<file path="config.mk">
export PLATFORM = sky130hd
export DESIGN_NAME = cpu_control_unit
export DESIGN_NICKNAME = d
export VERILOG_FILES = /design/src/rtl/cpu_control_unit.sv
export SDC_FILE = /design/constraint.sdc
export NUM_CORES = 1
export LEC_CHECK = 0
export CORE_MARGIN = 2
export CORE_UTILIZATION = 25
export DETAILED_ROUTE_END_ITERATION = 6
export GPL_TIMING_DRIVEN = 1
export PLACE_DENSITY = 0.53
export SYNTH_ARGS = -nofsm -noshare
export SYNTH_HDL_FRONTEND = slang
export SYNTH_SLANG_ARGS = --single-unit
</file>
<file path="constraint.sdc">
create_clock -name clk -period 5.8 [get_ports clk]
set_clock_uncertainty 0.2 [all_clocks]
set_input_delay 0.58 -clock clk [delete_from_list [all_inputs] [get_ports clk]]
set_output_delay 0.58 -clock clk [all_outputs]
set_load 0.01 [all_outputs]
</file>
<file path="src/rtl/cpu_control_unit.sv">
// cpu_control_unit
// ----------------
// Step-counted microsequencer for the 8-bit bus CPU. It holds the instruction
// register, the T0..T5 step counter, the carry/zero flags and the halt latch,
// and decodes them into every bus enable and write enable. This guarantees
// that only one source drives the shared bus in any cycle.
//
// Ports
//   clk               system clock, rising edge
//   rst               synchronous active-low reset
//   bus_in            shared bus; loads IR at T1, feeds zero detect at ALU T5
//   carry_in          ALU carry out, latched at ADD/SUB T5
//   bus_out           {0, IR operand} while ir_enable, otherwise all ones
//   pc_enable/pc_inc/pc_load                  program counter controls
//   mar_write_enable                          MAR load
//   ram_enable/ram_write_enable               RAM drive / write
//   ir_enable                                 IR operand drives bus
//   alu_enable/sub_enable                     ALU drive / subtract mode
//   rega_enable/rega_write_enable             A register drive / load
//   regb_write_enable                         B register load
//   out_write_enable                          output register load
//   carry_flag/zero_flag/halted               latched status
module cpu_control_unit #(
    parameter int WIDTH      = 8,
    parameter int ADDR_WIDTH = 4
) (
    input  logic             clk,
    input  logic             rst,
    input  logic [WIDTH-1:0] bus_in,
    input  logic             carry_in,
    output logic [WIDTH-1:0] bus_out,
    output logic             pc_enable,
    output logic             pc_inc,
    output logic             pc_load,
    output logic             mar_write_enable,
    output logic             ram_enable,
    output logic             ram_write_enable,
    output logic             ir_enable,
    output logic             alu_enable,
    output logic             rega_enable,
    output logic             rega_write_enable,
    output logic             regb_write_enable,
    output logic             sub_enable,
    output logic             out_write_enable,
    output logic             carry_flag,
    output logic             zero_flag,
    output logic             halted
);
    localparam int OPW = WIDTH - ADDR_WIDTH;

    localparam logic [OPW-1:0] OP_LDA = OPW'(1);
    localparam logic [OPW-1:0] OP_ADD = OPW'(2);
    localparam logic [OPW-1:0] OP_SUB = OPW'(3);
    localparam logic [OPW-1:0] OP_STA = OPW'(4);
    localparam logic [OPW-1:0] OP_LDI = OPW'(5);
    localparam logic [OPW-1:0] OP_JMP = OPW'(6);
    localparam logic [OPW-1:0] OP_JC  = OPW'(7);
    localparam logic [OPW-1:0] OP_JZ  = OPW'(8);
    localparam logic [OPW-1:0] OP_OUT = OPW'(14);
    localparam logic [OPW-1:0] OP_HLT = OPW'(15);

    typedef enum logic [2:0] {T0, T1, T2, T3, T4, T5} step_t;

    typedef struct packed {
        logic pc_enable;
        logic pc_inc;
        logic pc_load;
        logic mar_we;
        logic ram_enable;
        logic ram_we;
        logic ir_enable;
        logic alu_enable;
        logic rega_enable;
        logic rega_we;
        logic regb_we;
        logic sub_enable;
        logic out_we;
    } ctrl_t;

    step_t            step, step_nxt, end_step;
    logic [WIDTH-1:0] ir;
    logic             c_q, z_q, halted_q;
    ctrl_t            ctl;
    logic             ir_write, flag_we, halt_set;

    wire [OPW-1:0] opcode = ir[WIDTH-1:ADDR_WIDTH];

    // Final step of the current instruction; ADD/SUB spend T4 waiting on the
    // ALU's registered result before it is put on the bus at T5.
    always_comb begin
        end_step = T2;
        case (opcode)
            OP_ADD, OP_SUB: end_step = T5;
            OP_LDA, OP_STA: end_step = T3;
            default:        end_step = T2;
        endcase
    end

    always_comb begin
        ctl      = '0;
        ir_write = 1'b0;
        flag_we  = 1'b0;
        halt_set = 1'b0;
        // Reset and halt both silence the whole control word.
        if (rst && !halted_q) begin
            case (step)
                T0: begin
                    ctl.pc_enable = 1'b1;
                    ctl.mar_we    = 1'b1;
                end
                T1: begin
                    ctl.ram_enable = 1'b1;
                    ctl.pc_inc     = 1'b1;
                    ir_write       = 1'b1;
                end
                default: begin
                    case (opcode)
                        OP_LDA, OP_STA, OP_ADD, OP_SUB: begin
                            if (step == T2) begin
                                ctl.ir_enable = 1'b1;
                                ctl.mar_we    = 1'b1;
                            end
                            if (step == T3) begin
                                if (opcode == OP_STA) begin
                                    ctl.rega_enable = 1'b1;
                                    ctl.ram_we      = 1'b1;
                                end else begin
                                    ctl.ram_enable = 1'b1;
                                    ctl.rega_we    = (opcode == OP_LDA);
                                    ctl.regb_we    = (opcode != OP_LDA);
                                end
                            end
                            if (step == T5 && (opcode == OP_ADD || opcode == OP_SUB)) begin
                                ctl.alu_enable = 1'b1;
                                ctl.rega_we    = 1'b1;
                                flag_we        = 1'b1;
                            end
                            // Subtract mode held from B load through result write-back.
                            ctl.sub_enable = (opcode == OP_SUB) && (step >= T3) && (step <= T5);
                        end
                        OP_LDI: if (step == T2) begin
                            ctl.ir_enable = 1'b1;
                            ctl.rega_we   = 1'b1;
                        end
                        OP_JMP, OP_JC, OP_JZ: begin
                            if (step == T2 && (opcode == OP_JMP ||
                                               (opcode == OP_JC && c_q) ||
                                               (opcode == OP_JZ && z_q))) begin
                                ctl.ir_enable = 1'b1;
                                ctl.pc_load   = 1'b1;
                            end
                        end
                        OP_OUT: if (step == T2) begin
                            ctl.rega_enable = 1'b1;
                            ctl.out_we      = 1'b1;
                        end
                        OP_HLT: halt_set = (step == T2);
                        default: ;  // NOP and undefined opcodes
                    endcase
                end
            endcase
        end
    end

    // Any step at or past the instruction's end wraps to fetch, so an
    // unreachable code cannot wedge the counter.
    always_comb begin
        if (step >= T2 && step >= end_step) step_nxt = T0;
        else                                step_nxt = step_t'(step + 3'd1);
    end

    always_ff @(posedge clk) begin
        if (!rst) begin
            step     <= T0;
            ir       <= '0;
            c_q      <= 1'b0;
            z_q      <= 1'b0;
            halted_q <= 1'b0;
        end else if (!halted_q) begin
            step <= step_nxt;
            if (ir_write) ir <= bus_in;
            if (flag_we) begin
                c_q <= carry_in;
                z_q <= (bus_in == '0);
            end
            if (halt_set) halted_q <= 1'b1;
        end
    end

    assign bus_out           = ctl.ir_enable ? {{OPW{1'b0}}, ir[ADDR_WIDTH-1:0]} : '1;
    assign pc_enable         = ctl.pc_enable;
    assign pc_inc            = ctl.pc_inc;
    assign pc_load           = ctl.pc_load;
    assign mar_write_enable  = ctl.mar_we;
    assign ram_enable        = ctl.ram_enable;
    assign ram_write_enable  = ctl.ram_we;
    assign ir_enable         = ctl.ir_enable;
    assign alu_enable        = ctl.alu_enable;
    assign rega_enable       = ctl.rega_enable;
    assign rega_write_enable = ctl.rega_we;
    assign regb_write_enable = ctl.regb_we;
    assign sub_enable        = ctl.sub_enable;
    assign out_write_enable  = ctl.out_we;
    assign carry_flag        = c_q;
    assign zero_flag         = z_q;
    assign halted            = halted_q;
endmodule

</file>
Word-level counts from Yosys, hierarchy flattened
Index checks and enable logic that the tools add are counted.
{"block": "word_totals", "latchBits": 0, "register_bits": 14, "ramBits": 0, "output_inout_bits": 24, "romBits": 0, "n_memories": 0, "word_cells": 83}
{"block": "op_classes", "add_sub_neg": 1, "shift": 0, "div": 0, "n_mux": 35, "n_lt_le_gt_ge": 4, "multipliers": 0, "bitwise_logic": 1, "eq_ne": 15, "reduce_logical": 22}
{"op": "1-bit two-way mux", "count": 20}
{"op": "4-bit by 3-bit == test with 1-bit output (second input constant)", "count": 4}
{"op": "8-bit two-way mux", "count": 2}
{"op": "13-bit two-way mux", "count": 1}
{"op": "4-bit == test (second input constant)", "count": 3}
{"op": "1-bit case mux with 2 select lines", "count": 5}
{"op": "3-bit two-way mux", "count": 3}
{"op": "4-bit by 2-bit == test with 1-bit output (second input constant)", "count": 2}
{"op": "1-bit logical AND", "count": 8}
{"op": "8-bit logical NOT", "count": 1}
{"op": "3-bit by 2-bit == test with 1-bit output (second input constant)", "count": 2}
{"op": "3-bit by 2-bit >= comparator with 1-bit output (second input constant)", "count": 2}
{"op": "2-bit two-way mux", "count": 3}
{"op": "3-bit case mux with 2 select lines", "count": 1}
{"op": "2-bit OR reduction", "count": 3}
{"op": "5-bit OR reduction", "count": 1}
{"op": "4-bit by 1-bit == test with 1-bit output (second input constant)", "count": 1}
{"op": "4-bit by 1-bit != test with 1-bit output (second input constant)", "count": 1}
{"op": "2-bit AND reduction", "count": 2}
{"op": "4-bit OR reduction", "count": 1}
{"op": "3-bit by 1-bit adder with 3-bit output (second input constant)", "count": 1}
{"op": "3-bit by 1-bit == test with 1-bit output (second input constant)", "count": 1}
{"op": "3-bit == test (second input constant)", "count": 1}
{"op": "3-bit >= comparator", "count": 1}
{"op": "other kinds (6)", "count": 8}

Longest topological paths before layout
{"block": "depth", "depth_word": 10, "mapped_depth": 8, "mapped_depth_nobuf": 7}

Worst setup path after synthesis
Ideal clock, no wire load.
{"block": "synth_timing", "path_type": "register to output", "startpoint": "reg step[1]", "endpoint": "out bus_out[0]", "arrival_ns": 1.650, "path_buffers": 0, "setup_slack_ns": 3.370, "path_stages_with_launch": 7, "path_cell_list": "dfxtp_1 > inv_1 > ha_1 > nor2_1 > and3_2 > o211ai_2 > or2_1"}
{"block": "synth_via", "elab_chain_cells": 7}
{"element": "from (decl)", "line": "80", "text": "step_t step, step_nxt, end_step;"}
{"element": "from (signal assigned)", "line": "180", "text": "step <= step_nxt;"}
{"element": "3-bit by 2-bit == test with 1-bit output", "line": "119, 141, 146"}
{"element": "1-bit logical AND", "line": "146", "text": "if (step == T2 && (opcode == OP_JMP ||"}
{"element": "1-bit two-way mux", "line": "146"}
{"element": "1-bit case mux with 2 select lines", "line": "117", "text": "case (opcode)"}
{"element": "8-bit two-way mux (*)", "line": "106", "text": "case (step)"}
{"element": "13-bit two-way mux (*)", "line": "105", "text": "if (rst && !halted_q) begin"}
{"element": "8-bit two-way mux (*)", "line": "190", "text": "assign bus_out = ctl.ir_enable ? {{OPW{1'b0}}, ir[ADDR_WIDTH-1:0]} : '1;"}
{"element": "to (decl)", "line": "31", "text": "output logic [WIDTH-1:0] bus_out,"}
Mark *: on every way between the ends. The rest lies on a longest branch, timed or not.

Final worst setup path
{"block": "layout_timing", "startpoint": "in rst", "endpoint": "out ram_enable"}
{"block": "layout_via", "elab_chain_cells": 2}
{"element": "from (decl)", "line": "28", "text": "input logic rst,"}
{"element": "1-bit logical AND", "line": "105"}
{"element": "13-bit two-way mux", "line": "105"}
{"element": "to (decl)", "line": "36", "text": "output logic ram_enable,"}
No other way between the ends.

==> results.sh <==
export IMPL_status="finished, final reports clean"
export IMPL_cts_tree="done"
export IMPL_place_gp_congestion=0.838
export IMPL_initial_utilization_pct=26.2
export IMPL_seq_area_frac_synth_pct=24.4
export IMPL_cts_hold_buffers_added=0
export IMPL_pre_cts_ws_ps=1990
export IMPL_ys_ff_latch=14
export IMPL_first_global_vias=1039
export IMPL_fp_dieW_um=71.7
export IMPL_criticalPathCategory="in2out"
export IMPL_area_growth_syn_to_layout_pct=30.6
export IMPL_io_pins=35
export IMPL_drc_errors=0
export IMPL_post_place_cells=216
export IMPL_cts_root_buf="clkbuf_8"
export IMPL_cp_start_kind="input port"
export IMPL_synth_edf_count=0
export IMPL_leakagePower_nw=0.525
export IMPL_clk_pin_slew_ps=60
export IMPL_clk_path_buf_depth=2
export IMPL_synth_top_cell_by_area="dfxtp_1"
export IMPL_wire_per_inst_um=13.2
export IMPL_total_power_uw=520
export IMPL_grt_remaining_overflow=0
export IMPL_vias_per_cell=4.86
export IMPL_cp_arrival_ps=3020
export IMPL_rows=24
export IMPL_dpl_cell_area_um2=1440
export IMPL_hpwlAfterDp_um=2290
export IMPL_hold_class="reg2reg"
export IMPL_port_buffers=34
export IMPL_synth_cell_types=44
export IMPL_synth_ff_type="dfxtp_1"
export IMPL_drtPass1Iterations=4
export IMPL_layout_nets=188
export IMPL_swShare_pct=43.6
export IMPL_cts_resized=0
export IMPL_end_kind="output port"
export IMPL_worstPathRequired_ps=5020
export IMPL_crit_fanout=19
export IMPL_num_vias=1070
export IMPL_period_share_pct=65.6
export IMPL_async_reset_ff_share_pct=0
export IMPL_worst_pin_slew_ps=608
export IMPL_relSlewSlack_pct=59.4
export IMPL_finalHoldViolCount=0
export IMPL_synth_nets=162
export IMPL_avgSynthCellArea_um2=8.02
export IMPL_intPower_uw=293
export IMPL_fin_ws_ps=2000
export IMPL_maxSlewViolCount=0
export IMPL_synth_most_common_cell="nand2_1"
export IMPL_antenna_left=0
export IMPL_vdd_drop_max_mv=0.114
export IMPL_die_area_um2=5150
export IMPL_powerDensity_nw_per_um2=347
export IMPL_diodes=0
export IMPL_utilization_pct=34.2
export IMPL_yosysWarnings=0
export IMPL_fin_cells=220
export IMPL_clock_sinks=14
export IMPL_grt_pass1_wl_um=4830
export IMPL_yosys_top_cells_area="dfxtp_1 (24%), ha_1 (8.7%), nand2_1 (7.5%), buf_4 (4.6%), buf_6 (3.9%)"
export IMPL_p_comb_share_pct=48.1
export IMPL_clock_power_share_pct=18.4
export IMPL_yosys_area_top_type_share_pct=24.4
export IMPL_core_area_um2=4380
export IMPL_post_cts_buffers=0
export IMPL_track_usage_pct=11.7
export IMPL_finalSetupTns_ps=0
export IMPL_seq_power_share_pct=33.6
export IMPL_cts_made_buffers=3
export IMPL_setup_violations=0
export IMPL_cts_max_level=1
export IMPL_power_switching_uw=227
export IMPL_drt_iter0_drc=39
export IMPL_clk_latency_ps=240
export IMPL_grt_setup_unrepaired="no"
export IMPL_fill_cells=474
export IMPL_finalCriticalPeriod_ps=3800
export IMPL_grt_max_degree=20
export IMPL_die_h_um=71.7
export IMPL_drive_above_1_share_pct=10.7
export IMPL_fin_area_um2=1500
export IMPL_netlist_instances=143
export IMPL_whs_ps=248
export IMPL_max_cap_violations=0
export IMPL_routed_wl_um=2910
export IMPL_max_freq_ghz=0.263
export IMPL_synth_commonest_cells="nand2_1 (23), dfxtp_1 (14), nor2_1 (9)"
export IMPL_antenna_found_initial=0
export IMPL_syn_area_um2=1150
==> flip-flops by register name (all words and copies together), names as in the netlist <==
name and count:
ir 8, zero_flag 1, halted 1, step 3, carry_flag 1
==> power groups by stage <==
stage	Combinational, mW	Sequential [mW]	Clock [mW]
after detailed placement	0.248	0.176	0
after global routing	0.282	0.180	0.102
after floorplan	0.224	0.142	0
after global placement	0.245	0.174	0
final	0.250	0.174	0.0954
after CTS	0.250	0.174	0.0966
==> worst paths after layout <==
kind	startpoint	slack, ps	cells after the start	to
hold / removal	ir[2]$_SDFFE_PN0P_	250	2	ir[2]$_SDFFE_PN0P_
hold reg to reg	ir[2]$_SDFFE_PN0P_	250	2	ir[2]$_SDFFE_PN0P_
setup / recovery	rst	2000	5	ram_enable
setup reg to reg	ir[5]$_SDFFE_PN0P_	3520	5	step[1]$_SDFFE_PN0N_
==> worst max-delay path: stages <==
cell             delay [ps]
clkdlybuf4s50_1         860
nor3b_4                 320
and2_1                  480
o21bai_1                210
clkdlybuf4s50_1         570
==> layout by cell type, fill, tap and decap left out, types with 4 or more instances in the layout <==
cell type        instances
nor2_1                   9
o21ai_0                  8
ha_1                     8
inv_1                    6
or2_1                    5
dfxtp_1                 14
clkdlybuf4s50_1         34
nand3_1                  8
nand2_1                 23
clkbuf_8                 4
o21ai_1                  5
==> cells by family after synthesis <==
group | count (synthesis) | synth area share, %
AND/OR/NAND/NOR | 68 | 34.9
adder cells (fa/ha/maj) | 8 | 8.72
buffers and inverters | 20 | 11.9
AO/OA/AOI/OAI | 32 | 19.2
flip-flops | 14 | 24.4
multiplexers | 1 | 0.872
==> metal layers <==
layer	GRT usage, %	vias up	wire length, µm
met2	19.1	21	1410
li1	-	545	-
met1	15.7	502	1380
met5	0	-	0
met3	1.55	2	97
met4	4.40	0	27
==> area by class of cell <==
cell class	count	area, µm²	share of cell area (%)
clock buffers	4	55.1	3.67
inverters	7	27.5	1.84
multi-input cells	109	731	48.7
flip-flops and latches	14	280	18.7
well taps	52	65.1	4.34
repair buffers	34	340	22.7
No activity file was read; power rests on OpenSTA's default activity.
